File: src/rtl/serial_adder.sv
// serial_adder: bit-serial ripple adder built from one full-adder cell and a
// carry flip-flop. Operands are accepted on a start pulse and processed
// LSB-first, one bit per clock. The registered result and carry-out are
// presented with a one-cycle done pulse.
//
// Optional feature macro: SERIAL_SUB_EN adds the mode port. With mode=1 the
// block subtracts (a - b - cin) and cout reports a borrow.
//
// Ports:
//   clk    in   rising-edge clock
//   rst_n  in   asynchronous active-low reset
//   start  in   request pulse, honoured in IDLE or DONE
//   a, b   in   WIDTH-bit operands, sampled on the accepting edge
//   cin    in   carry-in (borrow-in when subtracting)
//   mode   in   SERIAL_SUB_EN only: 0 = add, 1 = subtract
//   busy   out  high while bits are being processed
//   done   out  one-cycle completion pulse
//   sum    out  WIDTH-bit result of the last completed operation
//   cout   out  carry-out (borrow-out when subtracting)
//
// state | meaning
// IDLE  | waiting for start
// RUN   | processing one bit per clock, counter = bit index
// DONE  | result just loaded; done pulse; may accept start again
module serial_adder #(
  parameter int WIDTH = 8  // legal range 2..32
) (
  input  logic             clk,
  input  logic             rst_n,
  input  logic             start,
  input  logic [WIDTH-1:0] a,
  input  logic [WIDTH-1:0] b,
  input  logic             cin,
`ifdef SERIAL_SUB_EN
  input  logic             mode,
`endif
  output logic             busy,
  output logic             done,
  output logic [WIDTH-1:0] sum,
  output logic             cout
);

  localparam int CW = $clog2(WIDTH);
  localparam logic [CW-1:0] LAST_BIT = CW'(WIDTH - 1);

  typedef enum logic [1:0] {IDLE, RUN, DONE} state_t;

  state_t           state_q, state_d;
  logic [WIDTH-1:0] a_sr_q, a_sr_d;
  logic [WIDTH-1:0] b_sr_q, b_sr_d;
  logic [WIDTH-1:0] s_sr_q, s_sr_d;
  logic             c_q, c_d;
  logic [CW-1:0]    cnt_q, cnt_d;
  logic [WIDTH-1:0] sum_q, sum_d;
  logic             cout_q, cout_d;

  logic             s_bit;
  logic             c_next;
  logic [WIDTH-1:0] s_shift;
  logic [WIDTH-1:0] b_load;
  logic             c_load;
  logic             cout_fix;

`ifdef SERIAL_SUB_EN
  // Subtraction is a + ~b + ~cin; the final carry is inverted to read as a
  // borrow, so the mode of the operation in flight must be remembered.
  logic sub_q, sub_d;
  assign b_load   = mode ? ~b : b;
  assign c_load   = mode ^ cin;
  assign cout_fix = sub_q;
`else
  assign b_load   = b;
  assign c_load   = cin;
  assign cout_fix = 1'b0;
`endif

  assign s_bit   = a_sr_q[0] ^ b_sr_q[0] ^ c_q;
  assign c_next  = (a_sr_q[0] & b_sr_q[0]) | (a_sr_q[0] & c_q) | (b_sr_q[0] & c_q);
  assign s_shift = {s_bit, s_sr_q[WIDTH-1:1]};

  always_comb begin
    state_d = state_q;
    a_sr_d  = a_sr_q;
    b_sr_d  = b_sr_q;
    s_sr_d  = s_sr_q;
    c_d     = c_q;
    cnt_d   = cnt_q;
    sum_d   = sum_q;
    cout_d  = cout_q;
`ifdef SERIAL_SUB_EN
    sub_d   = sub_q;
`endif
    case (state_q)
      IDLE, DONE: begin
        if (start) begin
          a_sr_d  = a;
          b_sr_d  = b_load;
          c_d     = c_load;
          cnt_d   = '0;
          state_d = RUN;
`ifdef SERIAL_SUB_EN
          sub_d   = mode;
`endif
        end else begin
          state_d = IDLE;
        end
      end
      RUN: begin
        c_d    = c_next;
        a_sr_d = {1'b0, a_sr_q[WIDTH-1:1]};
        b_sr_d = {1'b0, b_sr_q[WIDTH-1:1]};
        s_sr_d = s_shift;
        cnt_d  = cnt_q + CW'(1);
        if (cnt_q == LAST_BIT) begin
          sum_d   = s_shift;
          cout_d  = c_next ^ cout_fix;
          state_d = DONE;
        end
      end
      default: state_d = IDLE;
    endcase
  end

  always_ff @(posedge clk or negedge rst_n) begin
    if (!rst_n) begin
      state_q <= IDLE;
      a_sr_q  <= '0;
      b_sr_q  <= '0;
      s_sr_q  <= '0;
      c_q     <= 1'b0;
      cnt_q   <= '0;
      sum_q   <= '0;
      cout_q  <= 1'b0;
`ifdef SERIAL_SUB_EN
      sub_q   <= 1'b0;
`endif
    end else begin
      state_q <= state_d;
      a_sr_q  <= a_sr_d;
      b_sr_q  <= b_sr_d;
      s_sr_q  <= s_sr_d;
      c_q     <= c_d;
      cnt_q   <= cnt_d;
      sum_q   <= sum_d;
      cout_q  <= cout_d;
`ifdef SERIAL_SUB_EN
      sub_q   <= sub_d;
`endif
    end
  end

  // busy/done are decodes of the state flop only; no input reaches them.
  assign busy = (state_q == RUN);
  assign done = (state_q == DONE);
  assign sum  = sum_q;
  assign cout = cout_q;

endmodule

File: config.mk
export PLATFORM = sky130hd
export DESIGN_NAME = serial_adder
export DESIGN_NICKNAME = d
export VERILOG_FILES = /design/src/rtl/serial_adder.sv
export SDC_FILE = /design/constraint.sdc
export NUM_CORES = 1
export LEC_CHECK = 0
export BUFFER_PORTS_ARGS = -buffer_cell sky130_fd_sc_hd__buf_2
export CAP_MARGIN = 10
export CORE_UTILIZATION = 40
export DETAILED_ROUTE_END_ITERATION = 8
export SLEW_MARGIN = 30
export SYNTH_ARGS = -nofsm -noshare
export SYNTH_HDL_FRONTEND = slang
export SYNTH_SLANG_ARGS = --single-unit
File: constraint.sdc
create_clock -name clk -period 1.6 [get_ports clk]
set_input_delay 0.16 -clock clk [delete_from_list [all_inputs] [get_ports clk]]
set_output_delay 0.16 -clock clk [all_outputs]
set_load 0.05 [all_outputs]
======== Word-level counts from Yosys, hierarchy flattened ========
Index checks and enable logic that the tools add are counted.
word-level totals
  flip-flop bits (word level) ............. 39
  word-level logic and storage cells ...... 37
operators by class
  add/subtract/negate cells ............... 1
  equality and inequality tests ........... 5
  mux-type cells .......................... 11
  bitwise gates (word level) .............. 7
  reduce and logical (&&, ||, !) cells .... 5
operators with widths
  operator                                             number
  case mux 8 bit (2 select lines)                      2
  two-way mux 8 bit                                    2
  case mux 3 bit (2 select lines)                      1
  case mux 2 bit (2 select lines)                      1
  AND reduction 2 bit                                  2
  adder 3 x 1 -> 3 bit, second input constant          1
  bitwise AND 1 bit                                    3
  equality test 3 bit, second input constant           1
  two-way mux 3 bit                                    1
  equality test 2 x 1 -> 1 bit, second input constant  1
  equality test 2 bit, second input constant           1
  logical NOT 2 bit                                    1
  two-way mux 1 bit                                    2
  two-way mux 2 bit                                    1
  != test 2 x 1 -> 1 bit, second input constant        1
  != test 2 bit, second input constant                 1
  bitwise OR 1 bit                                     2
  case mux 1 bit (2 select lines)                      1
  nonzero test 2 bit                                   1
  OR reduction 2 bit                                   1
  XOR 1 bit                                            2

======== Depth between registers and ports, before layout ========
  depth in word-level cells ............... 4
  gate-level depth with buffers ........... 5

======== Least setup slack after synthesis ========
Ideal clock, no wire load.
  path kind ............................... reg-to-output
  start ................................... reg state_q[1]
  end ..................................... out done
  arrival ................................. 1406 ps
  data required time ...................... 1440 ps
  path slack .............................. 34 ps
  cell stages (with the launch flop) ...... 4
  buffers on the path ..................... 2
  cells stage by stage .................... dfrtp_1 -> buf_4 -> buf_6 -> nor2b_1
on the way
  longest elaborated chain between the ends .. 1
RTL lines
  element                 RTL line  RTL
  start, declared         48        state_t state_q, state_d;
  start signal, assigned  138       state_q <= state_d;
  equality test 2 bit     154       assign done = (state_q == DONE);
  end, declared           38        output logic done,
Every way passes these cells.

======== Final worst setup path ========
  start ................................... reg state_q[1]
  end ..................................... out busy
on the way
  longest elaborated chain between the ends .. 1
RTL lines
  element                       RTL line  RTL
  equality test 2 x 1 -> 1 bit  153       assign busy = (state_q == RUN);
  end, declared                 37        output logic busy,
Every way passes these cells.

==> run metrics <==
antenna-violating nets left 0; Reg clk slew, reported paths 70 ps; maximum clock insertion buffer count 2; Vias/cell slightly above 5; switch share 41.7%; 1st-pass router iterations 4; post-synthesis average cell area 11.4 um2; footprint of the multi-input gates between 800 and 900 um2; grt met2 use between 20% and 30%; Crit-path slowest cell dfrtp_1; Ports 31; TritonCTS clock tree built; Die X ~70 um; GR met3 Demand/Resource about 5.5%; Post-Synth XOR/XNOR Area 0%; Leak 0.994 nW; Post-Syn Area 1850 um2; ANT cells 0; die area just under 5000 um2; Synth Area in Compound Gates around 12%; Setup Total Neg Slack 0 ps; DRC errors left 0; Yosys warnings 0; Worst path max stage delay ~400 ps; gr ovfl total 0; core area between 4000 and 5000 um2; All-Layer GR Usage between 10% and 20%; largest net degree at the start of global routing 39; die height 70.1 um; clock power share 14.5%; Setup crit end kind output port; Max-Cap Viols 0; VDD IR max 615 uV; Peak Freq slightly below 700 MHz; CP Launch Type flop; Req. time, crit path between 1000 and 1500 ps; clock root buffer clkbuf_8; H-tree depth 2; kind of critical path flop to output port; Iteration-0 DRC Markers about 90; met1 Use GR 19.4%; CTS sink cnt 38; Int Pwr 2.48 mW; I/O Buffers 30; Simple-Gate Fraction of Synth Area a little over an eighth; setup violators final 0; RSZ-0062 raised after global routing false; Placer Congestion about 0.75; DR WL/cell between 10 and 15 um; Reg area 951 um2; Final Critical Period between 1000 and 1500 ps; Final Max Tran Viols 0; cell row count 24; Post-CTS Setup Inserts 0; syn_nets 186; layout cells sized above 1 between 20 and 30%; status completed; sum of buffers and inverters on the critical path 2; Yosys reg bits 38; number of global-route vias before repair approximately 1,300; Largest delay share family, worst path buffers and inverters; slew margin rel. 64.5%; Post-Synthesis Cells approximately 160; sequential group share of total power roughly two fifths; Filler cells between 400 and 500; Seq/Total Area, Yosys between 50% and 60%; CTS buffer count 5; post-synthesis adder-cell area fraction 2.43%; largest family of logic cells by synthesized area multiplexers; synthesis-to-finish area growth 15.6%; Max FO, Critical Path 12; global-route wire length before repair 5920 um; Least-Margin Pin Slew approximately 530 ps; initial antenna violation count 0; mux cell area share after synthesis 17.0%; hold crit path type input pin to flop; Worst Path Arrival between 1000 and 1500 ps; initial core utilization around two fifths; worst path cell trace nand2b_4 -> clkinv_4 -> buf_2; Net count, final 220; Routed WL around 3400 um; Tcrit/Tclk final 92.1%; pwr dens about 2000 nW/um2; latest clock arrival within the worst-skew pair around 290 ps; final hold violations 0; DP HPWL approximately 2300 um; busiest grt layer met2; Switch Pwr around 1.8 mW; Tot Pwr ~4.3 mW; Fin Clk Skew approximately 3.6 ps; Vias 1,292; Comb pwr share between 40 and 50%; Yosys cell types 23
## cells in the final DEF (no fill, tap or decap)
| master | count |
|---|---|
| a211oi_1 | 14 |
| a21oi_1 | 14 |
| a32oi_1 | 1 |
| buf_2 | 29 |
| buf_4 | 5 |
| buf_6 | 1 |
| clkbuf_1 | 2 |
| clkbuf_4 | 1 |
| clkbuf_8 | 5 |
| clkinv_4 | 1 |
| dfrtp_1 | 38 |
| dlygate4sd3_1 | 1 |
| fa_1 | 1 |
| ha_1 | 2 |
| inv_1 | 2 |
| mux2_4 | 9 |
| mux2i_1 | 18 |
| nand2_1 | 24 |
| nand2_8 | 1 |
| nand2b_1 | 1 |
| nand2b_4 | 1 |
| nand3_1 | 4 |
| nor2_1 | 1 |
| nor2b_1 | 15 |
| o21ai_0 | 5 |
| o21ai_1 | 1 |
## power by group through the flow
stage                     Clock (mW)  Sequential [mW]  Combinational [mW]
after floorplan                    0             2.03                1.22
after global placement             0             1.71                1.87
after detailed placement           0             1.75                1.94
after CTS                      0.637             1.73                1.95
after global routing           0.663             1.78                2.11
final                          0.618             1.72                1.91
## metal layers
| metal | vias to the layer above | wire length, um |
|---|---|---|
| li1 | 637 | - |
| met1 | 624 | 1570 |
| met2 | 26 | 1590 |
| met3 | 5 | 173 |
| met4 | 0 | 44 |
| met5 | - | 0 |
## per-stage QoR
stage	hold slack, ps	cell area (um2)	utilization [%]	std cells	worst slack, ps
5_1_grt	160	2140	48.5	249	27.8
4_1_cts	139	2140	48.4	249	20.5
2_1_floorplan	-136	1850	-	163	34.5
6_report	141	2140	48.5	249	126
3_3_place_gp	233	2050	46.4	241	217
3_5_place_dp	245	2050	46.4	241	169
## tightest hold or removal path: stages
cell and delay [ps]:
buf_2 90, a32oi_1 90, nand2_1 50
## worst paths after layout
| path | cells past startpoint | slack (ps) | startpoint | endpoint |
|---|---|---|---|---|
| worst max register to register | 4 | 160 | cnt_q[0] | sum[0] |
| worst min register to register | 2 | 480 | s_sr_q[1] | s_sr_q[1] |
| max in group asynchronous | 3 | 810 | rst_n | sum[5] |
| worst min-delay path | 3 | 140 | b[1] | b_sr_q[1] |
| min in group asynchronous | 3 | 450 | rst_n | sum[1] |
| worst max-delay path | 3 | 130 | state_q[1] | busy |
## sequential cells by signal (all words and copies together) (netlist names)
signal and flops:
s_sr_q 7, cnt_q 3, cout 1, a_sr_q 8, state_q 2, c_q 1
sum 8, b_sr_q 8
## synthesized netlist by cell type
master / instances / share of area (%)
dfrtp_1: 38 / 51
o21ai_0: 5 / 1.4
a21oi_1: 14 / 3.8
inv_1: 2 / 0.41
clkbuf_1: 2 / 0.41
o21ai_1: 1 / 0.27
nand3_1: 4 / 1.1
buf_2: 3 / 0.81
nor2_1: 1 / 0.20
buf_4: 4 / 1.6
nand2_8: 1 / 1.1
nand2b_4: 1 / 0.74
fa_1: 1 / 1.1
ha_1: 2 / 1.4
nand2_1: 24 / 4.9
a32oi_1: 1 / 0.47
a211oi_1: 14 / 5.7
mux2i_1: 18 / 9.7
buf_6: 1 / 0.61
mux2_4: 9 / 7.3
nand2b_1: 1 / 0.34
clkinv_4: 1 / 0.47
nor2b_1: 15 / 5.1
## what timing repair did
| action | 4_1_cts | 5_1_grt |
|---|---|---|
| hold endpoints to repair | 38 | 0 |
| setup endpoints to repair | 0 | 1 |
| resized for setup | 0 | 2 |
| hold buffers | 1 | 0 |
## cell type report
type	instances	area share (%)
clock buffer	7	3.56
sequential	38	44.4
multi-input combinational	112	38.4
timing repair buffer	37	9.87
tap	52	3.04
inverter	3	0.759
## logic make-up (layout without fill, tap and decap cells)
logic type | after synthesis | count (layout)
buffers and inverters | 13 | 47
AND/OR/NAND/NOR | 47 | 47
AO/OA/AOI/OAI | 35 | 35
adder cells (fa/ha/maj) | 3 | 3
multiplexers | 27 | 27
flip-flops | 38 | 38
Note: power is estimated with default switching activity, not from simulation.
